**config.mk**
```make
export PLATFORM = sky130hd
export DESIGN_NAME = fetch_stage
export DESIGN_NICKNAME = d
export VERILOG_FILES = /design/src/rtl/fetch_stage.sv
export SDC_FILE = /design/constraint.sdc
export NUM_CORES = 1
export LEC_CHECK = 0
export ABC_AREA = 1
export CORE_MARGIN = 2
export CORE_UTILIZATION = 32
export CTS_CLUSTER_SIZE = 10
export DETAILED_ROUTE_END_ITERATION = 7
export PLACE_DENSITY = 0.61
export REMOVE_ABC_BUFFERS = 1
export SETUP_SLACK_MARGIN = 0.5
export SLEW_MARGIN = 10
export SYNTH_ARGS = -nofsm -noshare
export SYNTH_HDL_FRONTEND = slang
export SYNTH_SLANG_ARGS = --single-unit
```
**constraint.sdc**
```tcl
create_clock -name Clk -period 11.2 [get_ports Clk]
set_input_delay 1.12 -clock Clk [delete_from_list [all_inputs] [get_ports Clk]]
set_output_delay 1.12 -clock Clk [all_outputs]
set_load 0.03 [all_outputs]
```
**src/rtl/fetch_stage.sv**
```systemverilog
// -----------------------------------------------------------------------------
// fetch_stage
//   Instruction-fetch stage of the 5-stage MIPS pipeline. Owns the PC, talks to
//   a variable-latency instruction memory through a req/ready handshake, and
//   loads the Fetch/Decode (IF/ID) register that feeds the decoder. It honours
//   Stall from the hazard unit, Flush, and taken-branch/jump/jr redirects.
//
// Ports
//   Clk, Reset         clock (rising edge), asynchronous active-high reset
//   Stall              hold IF/ID and PC
//   Flush              bubble IF/ID at the next edge
//   RedirectValid/PC   redirect fetch to RedirectPC (low two bits forced to 0)
//   IMemReq/Addr       fetch request and word-aligned address
//   IMemReady/Data     memory response; a transfer is IMemReq && IMemReady
//   PCResult           current PC
//   InstrDecode        IF/ID instruction word
//   PCAddResultDecode  IF/ID PC+4 of InstrDecode
//   ValidDecode        IF/ID holds a real instruction (0 = bubble)
// -----------------------------------------------------------------------------
module fetch_stage #(
   parameter logic [31:0] RESET_PC  = 32'h0000_0000,
   parameter logic [31:0] NOP_INSTR = 32'h0000_0000
) (
   input  logic        Clk,
   input  logic        Reset,
   input  logic        Stall,
   input  logic        Flush,
   input  logic        RedirectValid,
   input  logic [31:0] RedirectPC,
   output logic        IMemReq,
   output logic [31:0] IMemAddr,
   input  logic        IMemReady,
   input  logic [31:0] IMemData,
   output logic [31:0] PCResult,
   output logic [31:0] InstrDecode,
   output logic [31:0] PCAddResultDecode,
   output logic        ValidDecode
);

   // FETCH: request at PC. WAIT: request outstanding, memory not ready yet.
   // HOLD: word captured under Stall, waiting for release.
   // DROP: PC already redirected, draining the abandoned request.
   typedef enum logic [1:0] {
      S_FETCH = 2'd0,
      S_WAIT  = 2'd1,
      S_HOLD  = 2'd2,
      S_DROP  = 2'd3
   } state_t;

   state_t      state_q, state_d;
   logic [31:0] pc_q, pc_d;
   logic [31:0] instr_q, instr_d;
   logic [31:0] pc_add_q, pc_add_d;
   logic        valid_q, valid_d;
   logic [31:0] buf_q, buf_d;
   logic        req_q, req_d;
   logic [31:0] addr_q, addr_d;

   logic        xfer;
   logic [31:0] pc_plus4;

   assign xfer     = req_q & IMemReady;
   assign pc_plus4 = pc_q + 32'd4;  // wraps to 0 past 32'hFFFF_FFFC

   always_comb begin
      // NOTE: every signal written here gets a default first, so no path can
      // leave it unassigned and infer a latch.
      state_d  = state_q;
      pc_d     = pc_q;
      instr_d  = instr_q;
      pc_add_d = pc_add_q;
      valid_d  = valid_q;
      buf_d    = buf_q;

      if (RedirectValid) begin
         pc_d     = {RedirectPC[31:2], 2'b00};
         instr_d  = NOP_INSTR;
         pc_add_d = 32'd0;
         valid_d  = 1'b0;
         buf_d    = 32'd0;
         // A request still waiting on the memory must be drained at its own
         // address; the address may not move while the request is pending.
         if ((state_q != S_HOLD) && !xfer) state_d = S_DROP;
         else                              state_d = S_FETCH;
      end else begin
         unique case (state_q)
            S_FETCH, S_WAIT: begin
               if (xfer) begin
                  if (Stall && !Flush) begin
                     buf_d   = IMemData;
                     state_d = S_HOLD;
                  end else begin
                     instr_d  = IMemData;
                     pc_add_d = pc_plus4;
                     valid_d  = 1'b1;
                     pc_d     = pc_plus4;
                     state_d  = S_FETCH;
                  end
               end else begin
                  state_d = S_WAIT;
               end
            end
            S_HOLD: begin
               // Flush behaves as a stall release for PC and FSM.
               if (!Stall || Flush) begin
                  instr_d  = buf_q;
                  pc_add_d = pc_plus4;
                  valid_d  = 1'b1;
                  pc_d     = pc_plus4;
                  state_d  = S_FETCH;
               end
            end
            S_DROP: begin
               if (xfer) state_d = S_FETCH;
            end
            default: state_d = S_FETCH;
         endcase

         // Flush overrides whatever would have been loaded into IF/ID.
         if (Flush) begin
            instr_d  = NOP_INSTR;
            pc_add_d = 32'd0;
            valid_d  = 1'b0;
         end
      end

      req_d  = (state_d != S_HOLD);
      addr_d = (state_d == S_DROP) ? addr_q : pc_d;
   end

   // NOTE: sequential state uses non-blocking assignments so every flop samples
   // the pre-edge values regardless of statement order.
   always_ff @(posedge Clk or posedge Reset) begin
      if (Reset) begin
         state_q  <= S_FETCH;
         pc_q     <= RESET_PC;
         instr_q  <= NOP_INSTR;
         pc_add_q <= 32'd0;
         valid_q  <= 1'b0;
         // NOTE: the hold buffer is a single register, so it is cleared on
         // reset like any other state; only true memory arrays skip reset.
         buf_q    <= 32'd0;
         req_q    <= 1'b1;
         addr_q   <= RESET_PC;
      end else begin
         state_q  <= state_d;
         pc_q     <= pc_d;
         instr_q  <= instr_d;
         pc_add_q <= pc_add_d;
         valid_q  <= valid_d;
         buf_q    <= buf_d;
         req_q    <= req_d;
         addr_q   <= addr_d;
      end
   end

   assign IMemReq           = req_q;
   assign IMemAddr          = addr_q;
   assign PCResult          = pc_q;
   assign InstrDecode       = instr_q;
   assign PCAddResultDecode = pc_add_q;
   assign ValidDecode       = valid_q;

endmodule

```
==> impl_metrics.tcl, run 1 <==
set metrics [dict create \
    place_congestion 0.888 \
    insertion_delay_ns 0.43 \
    syn_avg_cell_area_um2 8.10 \
    htreeDepth 4 \
    cts_tree "done" \
    first_iter_violations 309 \
    met2_usage_pct 32.0 \
    viasPerCell 4.86 \
    setup_ws_ns 7.43 \
    pre_cts_slack_ns 6.96 \
    cts_hold_buf 0 \
    fin_crit_ns 3.77 \
    worstPathArrival_ns 4.10 \
    path_max_fanout 43 \
    dpl.hpwl_um 16400 \
    cts_resized 0 \
    io_buffers 197 \
    drc 0 \
    critPathMaxStageDelay_ns 0.61 \
    rows 57 \
    use_met1_pct 25.7 \
    crit_type "primary input to flip-flop" \
    groute.usage.overall_pct 19.4 \
    powerDensity_nw_per_um2 239 \
    start_kind "primary input" \
    cp-end-kind "flip-flop" \
    grt_pass1_vias 7253 \
    p_leak_nw 4.77 \
    cts_setup_buffers 0 \
    layout-drive-gt1-share_pct 8.90 \
    clk_path_buf_depth 2 \
    grt_first_pass_wirelength_um 39600 \
    antenna_found_initial 1 \
    die_h_um 161 \
    grt.busiest_layer "met2" \
    io_pins 200 \
    initial_core_util_pct 32.6 \
    synth_cells 978 \
    nets 1227 \
    clk_pin_slew_ns 0.07 \
    cts_buffers 17 \
    crit_chain "clkdlybuf4s50_1 -> nand2_1 -> nor2_1 -> nor2_4 -> nor2_4 -> inv_2 -> nand2_1 -> inv_2 -> buf_4 -> nand2_1 -> o21ai_0" \
    fillers 2413 \
    vias 7251 \
    tightestPinTransition_ns 0.938 \
    ys_ff_latch 164 \
    grt_setup_unrepaired "no" \
    ys_seq_area_share_pct 51.8 \
    wire_per_inst_um 16.6 \
    routed_wirelength_um 24700 \
    peakVddDrop_mv 0.105 \
    core_um2 24300 \
    slew_headroom_pct 37.5 \
    hold_viol 0 \
    synthToLayoutAreaGrowth_pct 35.7 \
    grt_max_degree 100 \
    grtUsageMet3_pct 4.21 \
    finClkSkew_ns 0.0129 \
    grt-ovfl-total 0 \
    clkSinkCount 164 \
    setup_viol 0 \
    required_ns 11.53 \
    die_area_um2 26000 \
    fin_crit_sh_pct 33.6 \
    num_antenna_cells 0 \
    yosys_warnings 0 \
    ant_nets 0 \
    drtPass1Iterations 4 \
    slowest_stage "nor2_4" \
    hp-class "flip-flop to flip-flop" \
    die_w_um 161 \
    setup_tns_ns 0 \
    synth_area_um2 7920 \
    synth.distinct_cells 37 \
    maxCapViolCount 0 \
    crit_top_cell "nand2_1" \
    slew_viol_final 0 \
    root_buffer "clkbuf_16" \
    clock.fmax_ghz 0.265 \
    status "complete, no violations" \
]
[worst paths after layout]
check	to	startpoint	slack [ns]	cells after the start
setup / recovery	InstrDecode[12]	IMemReady	7.43	11
hold / removal	IMemAddr[12]	IMemAddr[12]	0.48	2
setup reg to reg	InstrDecode[12]	state_q[1]	7.74	11
hold reg to reg	IMemAddr[12]	IMemAddr[12]	0.48	2
max in group asynchronous	state_q[0]	Reset	8.46	3
min in group asynchronous	InstrDecode[22]	Reset	1.28	2
[power breakdown]
part | internal (W) | total (W) | switching (W)
Sequential | 0.000726 | 0.000849 | 0.000123
Clock | 0.000326 | 0.000596 | 0.000270
Combinational | 0.000398 | 0.00112 | 0.000726
Total | 0.00145 | 0.00257 | 0.00112
[registers in the layout, indices dropped and copies added (netlist names)]
name               count
IMemAddr              32
IMemReq                1
InstrDecode           32
PCAddResultDecode     32
PCResult              32
ValidDecode            1
buf_q                 32
state_q                2
[cell usage in the layout (no fill, tap or decap), types with 4 or more instances in the layout]
master           synthesis  layout
a21boi_0                 8       8
a21boi_1                 4       4
a21oi_1                 47      47
a21oi_2                  5       5
a22o_1                   6       6
a31oi_1                  4       4
buf_4                    1       9
clkbuf_16                0      17
clkdlybuf4s50_1          0     196
clkinv_4                 0       5
dfrtp_1                163     163
inv_1                   71      69
inv_2                   11      12
inv_6                    0       4
nand2_1                286     286
nand2_2                  8       8
nand3_1                 65      65
nor2_1                  57      56
nor2_2                   5       6
nor2_4                   8       8
o21ai_0                115     114
o21ai_1                 22      22
or2_2                   13      13
xnor2_1                  5       5
xor2_1                   5       5
[stage by stage]
step | hold slack [ns] | utilization [%] | std cells | total power, W | area, um^2
finish | 0.480 | 44.2 | 1493 | 0.00257 | 10700
floorplan | 0.504 | - | 931 | 0.00152 | 7700
CTS | 0.487 | 44.2 | 1493 | 0.00260 | 10700
detailed placement | 0.467 | 41.7 | 1461 | 0.00199 | 10200
global placement | 0.456 | 41.7 | 1461 | 0.00198 | 10200
global route | 0.503 | 44.2 | 1493 | 0.00274 | 10700
[synth_stat cells (all sizes together)]
master / number / area, um^2
nand2: 296 / 1150
dfrtp: 163 / 4080
o21ai: 138 / 694
inv: 82 / 308
nor2: 71 / 355
nand3: 68 / 355
a21oi: 52 / 279
buf: 25 / 135
clkbuf: 22 / 82.6
or2: 13 / 81.3
a21boi: 12 / 90.1
a22o: 6 / 52.6
xnor2: 5 / 43.8
xor2: 5 / 43.8
a31oi: 4 / 25.0
a21o: 3 / 22.5
a32o: 3 / 30.0
nand4: 3 / 18.8
o211ai: 2 / 15.0
o21a: 2 / 15.0
and3: 1 / 6.26
dfstp: 1 / 26.3
ha: 1 / 12.5
[critical path, delay by kind of cell]
family                 cells  cell delay, ns
buffers and inverters      4            1.69
and+or+nand+nor            6            1.15
AOI/OAI and AO/OA          1            0.10
[cell families after synthesis]
logic type | count (synthesis) | share of synthesized area (%)
adder cells (fa/ha/maj) | 1 | 0.158
AO/OA/AOI/OAI | 222 | 15.5
XOR/XNOR | 10 | 1.11
buffers and inverters | 129 | 6.64
AND/OR/NAND/NOR | 452 | 24.8
flip-flops | 164 | 51.8
[per-layer routing]
metal  share of wire, %  routed length (um)
met4                1.5                 373
met1                 46               11400
met2                 47               11700
met5                  0                   0
met3                5.2                1290
[final cells by class]
class	count	area, um^2	area share (%)
clock buffer	19	453	4.21
clock inverter	13	143	1.33
inverter	82	313	2.91
multi-input combinational	685	3290	30.6
sequential	164	4110	38.2
tap	324	405	3.77
timing repair buffer	206	2030	18.9
Power figures use the tool's default switching activity.
==> run 2, diff against run 1 <==
--- a/config.mk
+++ b/config.mk
@@ -10,7 +10,7 @@
 export CORE_UTILIZATION = 32
 export CTS_CLUSTER_SIZE = 10
 export DETAILED_ROUTE_END_ITERATION = 7
-export PLACE_DENSITY = 0.61
+export PLACE_DENSITY = 0.63
 export REMOVE_ABC_BUFFERS = 1
 export SETUP_SLACK_MARGIN = 0.5
 export SLEW_MARGIN = 10
==> constraint.sdc (replaced) <==
create_clock -name Clk -period 3.02 [get_ports Clk]
set_input_delay 0.302 -clock Clk [delete_from_list [all_inputs] [get_ports Clk]]
set_output_delay 0.302 -clock Clk [all_outputs]
set_load 0.03 [all_outputs]
==> run 2 against run 1 <==
Net effect: sequential power rose to 3.7 times the previous value; cell area up 0.54%; via count down 0.46%; non-clock buffer count up 8; clock skew down 0.0021 ns; global-route usage down 0.42 points; sequential share of layout area down 0.20 points; cell count up 0.74%; total power rose to 3.7 times the previous value; die area unchanged; clock power rose to 3.5 times the previous value; critical path depth down 2.
==> impl_metrics.tcl, run 2 (same netlist as run 1, synthesis figures left out) <==
set metrics [dict create \
    status "complete, no violations" \
    drc 0 \
    vias 7218 \
    layout-drive-gt1-share_pct 9.42 \
    clk_pin_slew_ns 0.07 \
    rr_endpoint "PCAddResultDecode[19]" \
    final_common_cell "nand2_1" \
    fin_crit_ns 2.27 \
    r2r_start "IMemReq" \
    tightestPinTransition_ns 0.730 \
    place_congestion 0.908 \
    slew_headroom_pct 51.2 \
    ant_nets 0 \
    slew_viol_final 0 \
    grt-ovfl-total 0 \
    path_max_fanout 37 \
    setup_ws_ns 0.747 \
    postPlaceCellArea_um2 10200 \
    hold_viol 0 \
    die_w_um 161 \
    grt_setup_unrepaired "no" \
    io_buffers 197 \
    wire_per_inst_um 16.3 \
    initial_core_util_pct 32.6 \
    totalPowerFinal_w 0.00946 \
    setup_tns_ns 0 \
    grt_first_pass_wirelength_um 39100 \
    nets 1236 \
    routed_wirelength_um 24500 \
    r2r_cells 9 \
    io_pins 200 \
    groute.usage.overall_pct 19.0 \
    required_ns 3.34 \
    cts_hold_buf 0 \
    r2r_slack_ns 0.75 \
    cts_tree "done" \
    htreeDepth 4 \
    powerDensity_nw_per_um2 875 \
    finClkSkew_ns 0.0108 \
    die_area_um2 26000 \
    fin_area_um2 10800 \
    p_leak_nw 4.80 \
    top_layer_used "met4" \
    drtPass1Iterations 6 \
    cp-end-kind "flip-flop" \
    peakVddDrop_mv 0.398 \
    crit_path_end "PCAddResultDecode[19]" \
    rows 57 \
    worstPathArrival_ns 2.59 \
    worstSetupStartpoint "IMemReq" \
    clkSinkCount 164 \
    insertion_delay_ns 0.43 \
    synthToLayoutAreaGrowth_pct 36.5 \
    die_h_um 161 \
    start_kind "flip-flop" \
    cts_buffers 17 \
    dpl.hpwl_um 16600 \
    met2_length_um 11400 \
    core_um2 24300 \
    crit_type "flip-flop to flip-flop" \
    pre_cts_slack_ns 0.344 \
    final_cell_mix "nand2_1, clkdlybuf4s50_1, dfrtp_1" \
    grt_pass1_vias 7108 \
    viasPerCell 4.80 \
    maxCapViolCount 0 \
    grt_max_degree 66 \
    fin_crit_sh_pct 75.3 \
    antenna_found_initial 2 \
    root_buffer "clkbuf_16" \
    clk_path_buf_depth 2 \
    wl_met3_um 1430 \
    wl_met1_um 11200 \
    cts_resized 0 \
    setup_viol 0 \
    hp-class "primary input to asynchronous set/reset pin" \
    cts_setup_buffers 0 \
    first_iter_violations 352 \
    clock.fmax_ghz 0.440 \
    final_core_util_pct 44.4 \
]
-- run 2: cell types whose count changed in the layout (fill, tap and decap cells not counted), sizes merged --
cell,delta
clkinv,-2
clkbuf,+1
inv,+2
bufinv,-1
nor2,+1
buf,+8
diode,+2
-- run 2: how the worst min path moves through the flow --
| stage | to | slack [ns] | from |
|---|---|---|---|
| final | ValidDecode | 0.29 | Reset |
| after global routing | PCResult[8] | 0.32 | RedirectValid |
| after CTS | PCResult[5] | 0.29 | RedirectValid |
| after detailed placement | IMemAddr[23] | 0.47 | IMemAddr[23] |
| after global placement | PCAddResultDecode[14] | 0.46 | PCAddResultDecode[14] |
| after floorplan | PCResult[0] | 0.38 | RedirectValid |
-- run 2: metrics by stage --
step	cells	hold WS, ns
after CTS	1501	0.291
after floorplan	931	0.380
after global placement	1469	0.461
after global routing	1502	0.321
final	1504	0.290
after detailed placement	1469	0.466
-- run 2: metal layers --
| metal | up-vias | GRT usage [%] |
|---|---|---|
| li1 | 3548 | - |
| met5 | - | 0 |
| met3 | 26 | 4.34 |
| met2 | 203 | 31.5 |
| met1 | 3441 | 24.9 |
| met4 | 0 | 5.60 |
-- run 2: power by group --
group          total [W]  internal, W  switching [W]  leakage [nW]
Combinational    0.00422      0.00151        0.00271          2.40
Sequential       0.00315      0.00269       0.000458          2.13
Clock            0.00208      0.00109       0.000986         0.264
-- run 2: final cells by class --
| class | count | area [um^2] |
|---|---|---|
| Clock inverter | 12 | 97.6 |
| Clock buffer | 20 | 447 |
| Fill cell | 2407 | 13500 |
| Sequential cell | 164 | 4110 |
| Multi-Input combinational cell | 686 | 3300 |
| Tap cell | 324 | 405 |
| Timing Repair Buffer | 214 | 2130 |
| Antenna cell | 2 | 5.00 |
| Inverter | 82 | 313 |
-- run 2: worst max-delay path, cell delays in order, from the launching register on --
cell	delay (ns)
dfstp_2	0.54
nand2_1	0.08
nor2_1	0.36
nor2_4	0.20
nor2_4	0.13
inv_2	0.04
nand2_1	0.06
inv_2	0.23
buf_12	0.28
a22o_1	0.24
==> run 3, diff against run 2 <==
--- a/config.mk
+++ b/config.mk
@@ -10,7 +10,7 @@
 export CORE_UTILIZATION = 32
 export CTS_CLUSTER_SIZE = 10
 export DETAILED_ROUTE_END_ITERATION = 7
-export PLACE_DENSITY = 0.63
+export PLACE_DENSITY = 0.61
 export REMOVE_ABC_BUFFERS = 1
 export SETUP_SLACK_MARGIN = 0.5
 export SLEW_MARGIN = 10
==> constraint.sdc (replaced) <==
create_clock -name Clk -period 2.3 [get_ports Clk]
set_input_delay 0.23 -clock Clk [delete_from_list [all_inputs] [get_ports Clk]]
set_output_delay 0.23 -clock Clk [all_outputs]
set_load 0.03 [all_outputs]
==> run 3 against run 2 <==
Net effect: global-route usage up 0.29 points; die area did not move; sequential power rose by 33%; worst hold slack got worse by 0.085 ns; via count rose by 3.1%; highest routed layer unchanged; critical path depth is 4 higher.
==> impl_metrics.tcl, run 3 (same netlist as run 1, synthesis figures left out) <==
set metrics [dict create \
    fin_area_um2 11400 \
    drc 0 \
    clk_path_buf_depth 2 \
    p_switching_w 0.00561 \
    fin_crit_sh_pct 77.1 \
    pre_cts_slack_ns 0.225 \
    grt_pass1_vias 7189 \
    wl_met1_um 11400 \
    worstPathArrival_ns 2.14 \
    die_area_um2 26000 \
    die_h_um 161 \
    insertion_delay_ns 0.42 \
    comb_power_share_pct 45.0 \
    layout-drive-gt1-share_pct 16.7 \
    fin_crit_ns 1.77 \
    dpl.hpwl_um 17000 \
    postPlaceCellArea_um2 10300 \
    cp-end-kind "flip-flop" \
    wl_met3_um 1410 \
    maxCapViolCount 0 \
    root_buffer "clkbuf_16" \
    rows 57 \
    setup_viol 0 \
    hold_viol 0 \
    worst_hold_slack_ns 0.205 \
    r2r_cells 13 \
    crit_path_end "IMemAddr[28]" \
    io_pins 200 \
    cts_buffers 17 \
    final_core_util_pct 46.9 \
    top_layer_used "met4" \
    io_buffers 197 \
    viasPerCell 4.85 \
    worstSetupStartpoint "PCResult[2]" \
    power_frac_clock_pct 23.3 \
    num_antenna_cells 0 \
    crit_buf_inv 1 \
    place_congestion 0.887 \
    clock.fmax_ghz 0.564 \
    r2r_slack_ns 0.53 \
    ant_nets 0 \
    core_um2 24300 \
    clkSinkCount 164 \
    power.share.sequential_pct 31.7 \
    hp-class "primary input to asynchronous set/reset pin" \
    initial_core_util_pct 32.6 \
    peakVddDrop_mv 0.587 \
    internal_power_w 0.00760 \
    setup_ws_ns 0.527 \
    grt-ovfl-total 0 \
    finClkSkew_ns 0.00843 \
    nets 1268 \
    grt_setup_unrepaired "yes" \
    groute.usage.overall_pct 19.3 \
    path_depth 13 \
    synthToLayoutAreaGrowth_pct 44.0 \
    drtPass1Iterations 5 \
    p_sw_share_pct 42.5 \
    critPathMaxStageDelay_ns 0.40 \
    grt_first_pass_wirelength_um 39300 \
    routed_wirelength_um 25100 \
    powerDensity_nw_per_um2 1160 \
    cts_tree "done" \
    slew_viol_final 0 \
    antenna_found_initial 0 \
    crit_type "flip-flop to flip-flop" \
    vias 7440 \
    htreeDepth 4 \
    first_iter_violations 374 \
    grt_max_degree 65 \
    tightestPinTransition_ns 0.602 \
    crit_chain "ha_2 -> nand2_2 -> inv_4 -> nand3_4 -> nor2_4 -> nand2_1 -> nand2_1 -> nand2_2 -> nand2_1 -> nand2_1 -> nand2_1 -> nand3_1 -> nand2_1" \
    crit_family "simple AND/OR/NAND/NOR gates" \
    totalPowerFinal_w 0.0132 \
    die_w_um 161 \
    wire_per_inst_um 16.4 \
    rr_endpoint "IMemAddr[28]" \
    clk_pin_slew_ns 0.07 \
    slowest_stage "dfrtp_1" \
    met2_length_um 11800 \
    final_common_cell "nand2_1" \
    final_cell_mix "nand2_1, clkdlybuf4s50_1, dfrtp_1" \
    slew_headroom_pct 59.8 \
    p_leak_nw 5.10 \
    r2r_start "PCResult[2]" \
    required_ns 2.67 \
    status "complete, no violations" \
    path_max_fanout 7 \
    start_kind "flip-flop" \
    crit_top_cell "nand2_1" \
]
==> run 3: cell count changes in the layout (fill, tap and decap cells not counted), sizes merged <==
cell | previous run | this run
clkbuf | 20 | 18
nor2 | 72 | 71
dlygate4sd2 | 0 | 26
bufinv | 0 | 4
buf | 18 | 50
diode | 2 | 0
dlymetal6s2s | 0 | 4
clkinv | 4 | 5
inv | 88 | 85
clkdlybuf4s50 | 196 | 166
==> run 3: how the worst min path moves through the flow <==
stage,slack [ns],end,from
2_1_floorplan,0.31,PCResult[0],RedirectValid
3_3_place_gp,0.46,PCAddResultDecode[14],PCAddResultDecode[14]
3_5_place_dp,0.46,ValidDecode,ValidDecode
4_1_cts,0.21,ValidDecode,Reset
5_1_grt,0.24,ValidDecode,Reset
6_report,0.20,ValidDecode,Reset
==> run 3: routing by layer <==
layer,track usage [%],up-vias
met4,5.80,0
met3,4.75,32
met2,31.1,240
met5,0,-
met1,25.8,3556
li1,-,3612
==> run 3: metrics by stage <==
stage / setup TNS (ns) / std cells
detailed placement: 0 / 1476
CTS: 0 / 1511
global placement: 0 / 1476
global route: 0 / 1533
floorplan: -405.43 / 931
finish: 0 / 1533
==> run 3: worst reg2reg max path: cells and delay by family, from the launching register on <==
family        cells  cell delay, ns
fa+ha+maj         1            0.22
flops             1            0.40
buf+inv           1            0.08
simple gates     11            1.01
==> run 3: layout make-up <==
type | instances | area [um^2]
Multi-Input combinational cell | 685 | 3470
Clock inverter | 14 | 200
Timing Repair Buffer | 247 | 2440
Fill cell | 2376 | 12900
Tap cell | 324 | 405
Sequential cell | 164 | 4130
Clock buffer | 17 | 425
Inverter | 82 | 328
==> run 3: power by group through the flow <==
stage | registers, W | clock network [W] | logic (W)
3_5_place_dp | 0.00420 | 0 | 0.00563
4_1_cts | 0.00415 | 0.00316 | 0.00561
5_1_grt | 0.00428 | 0.00329 | 0.00647
3_3_place_gp | 0.00418 | 0 | 0.00558
6_report | 0.00419 | 0.00308 | 0.00594
2_1_floorplan | 0.00521 | 0 | 0.00218
==> run 3: what timing repair did <==
action / CTS / global route
setup endpoints to repair: 91 / 114
pin swaps: 4 / 24
resized for setup: 41 / 76
hold buffers: 0 / 0
setup buffers: 4 / 21
gates cloned: 0 / 1
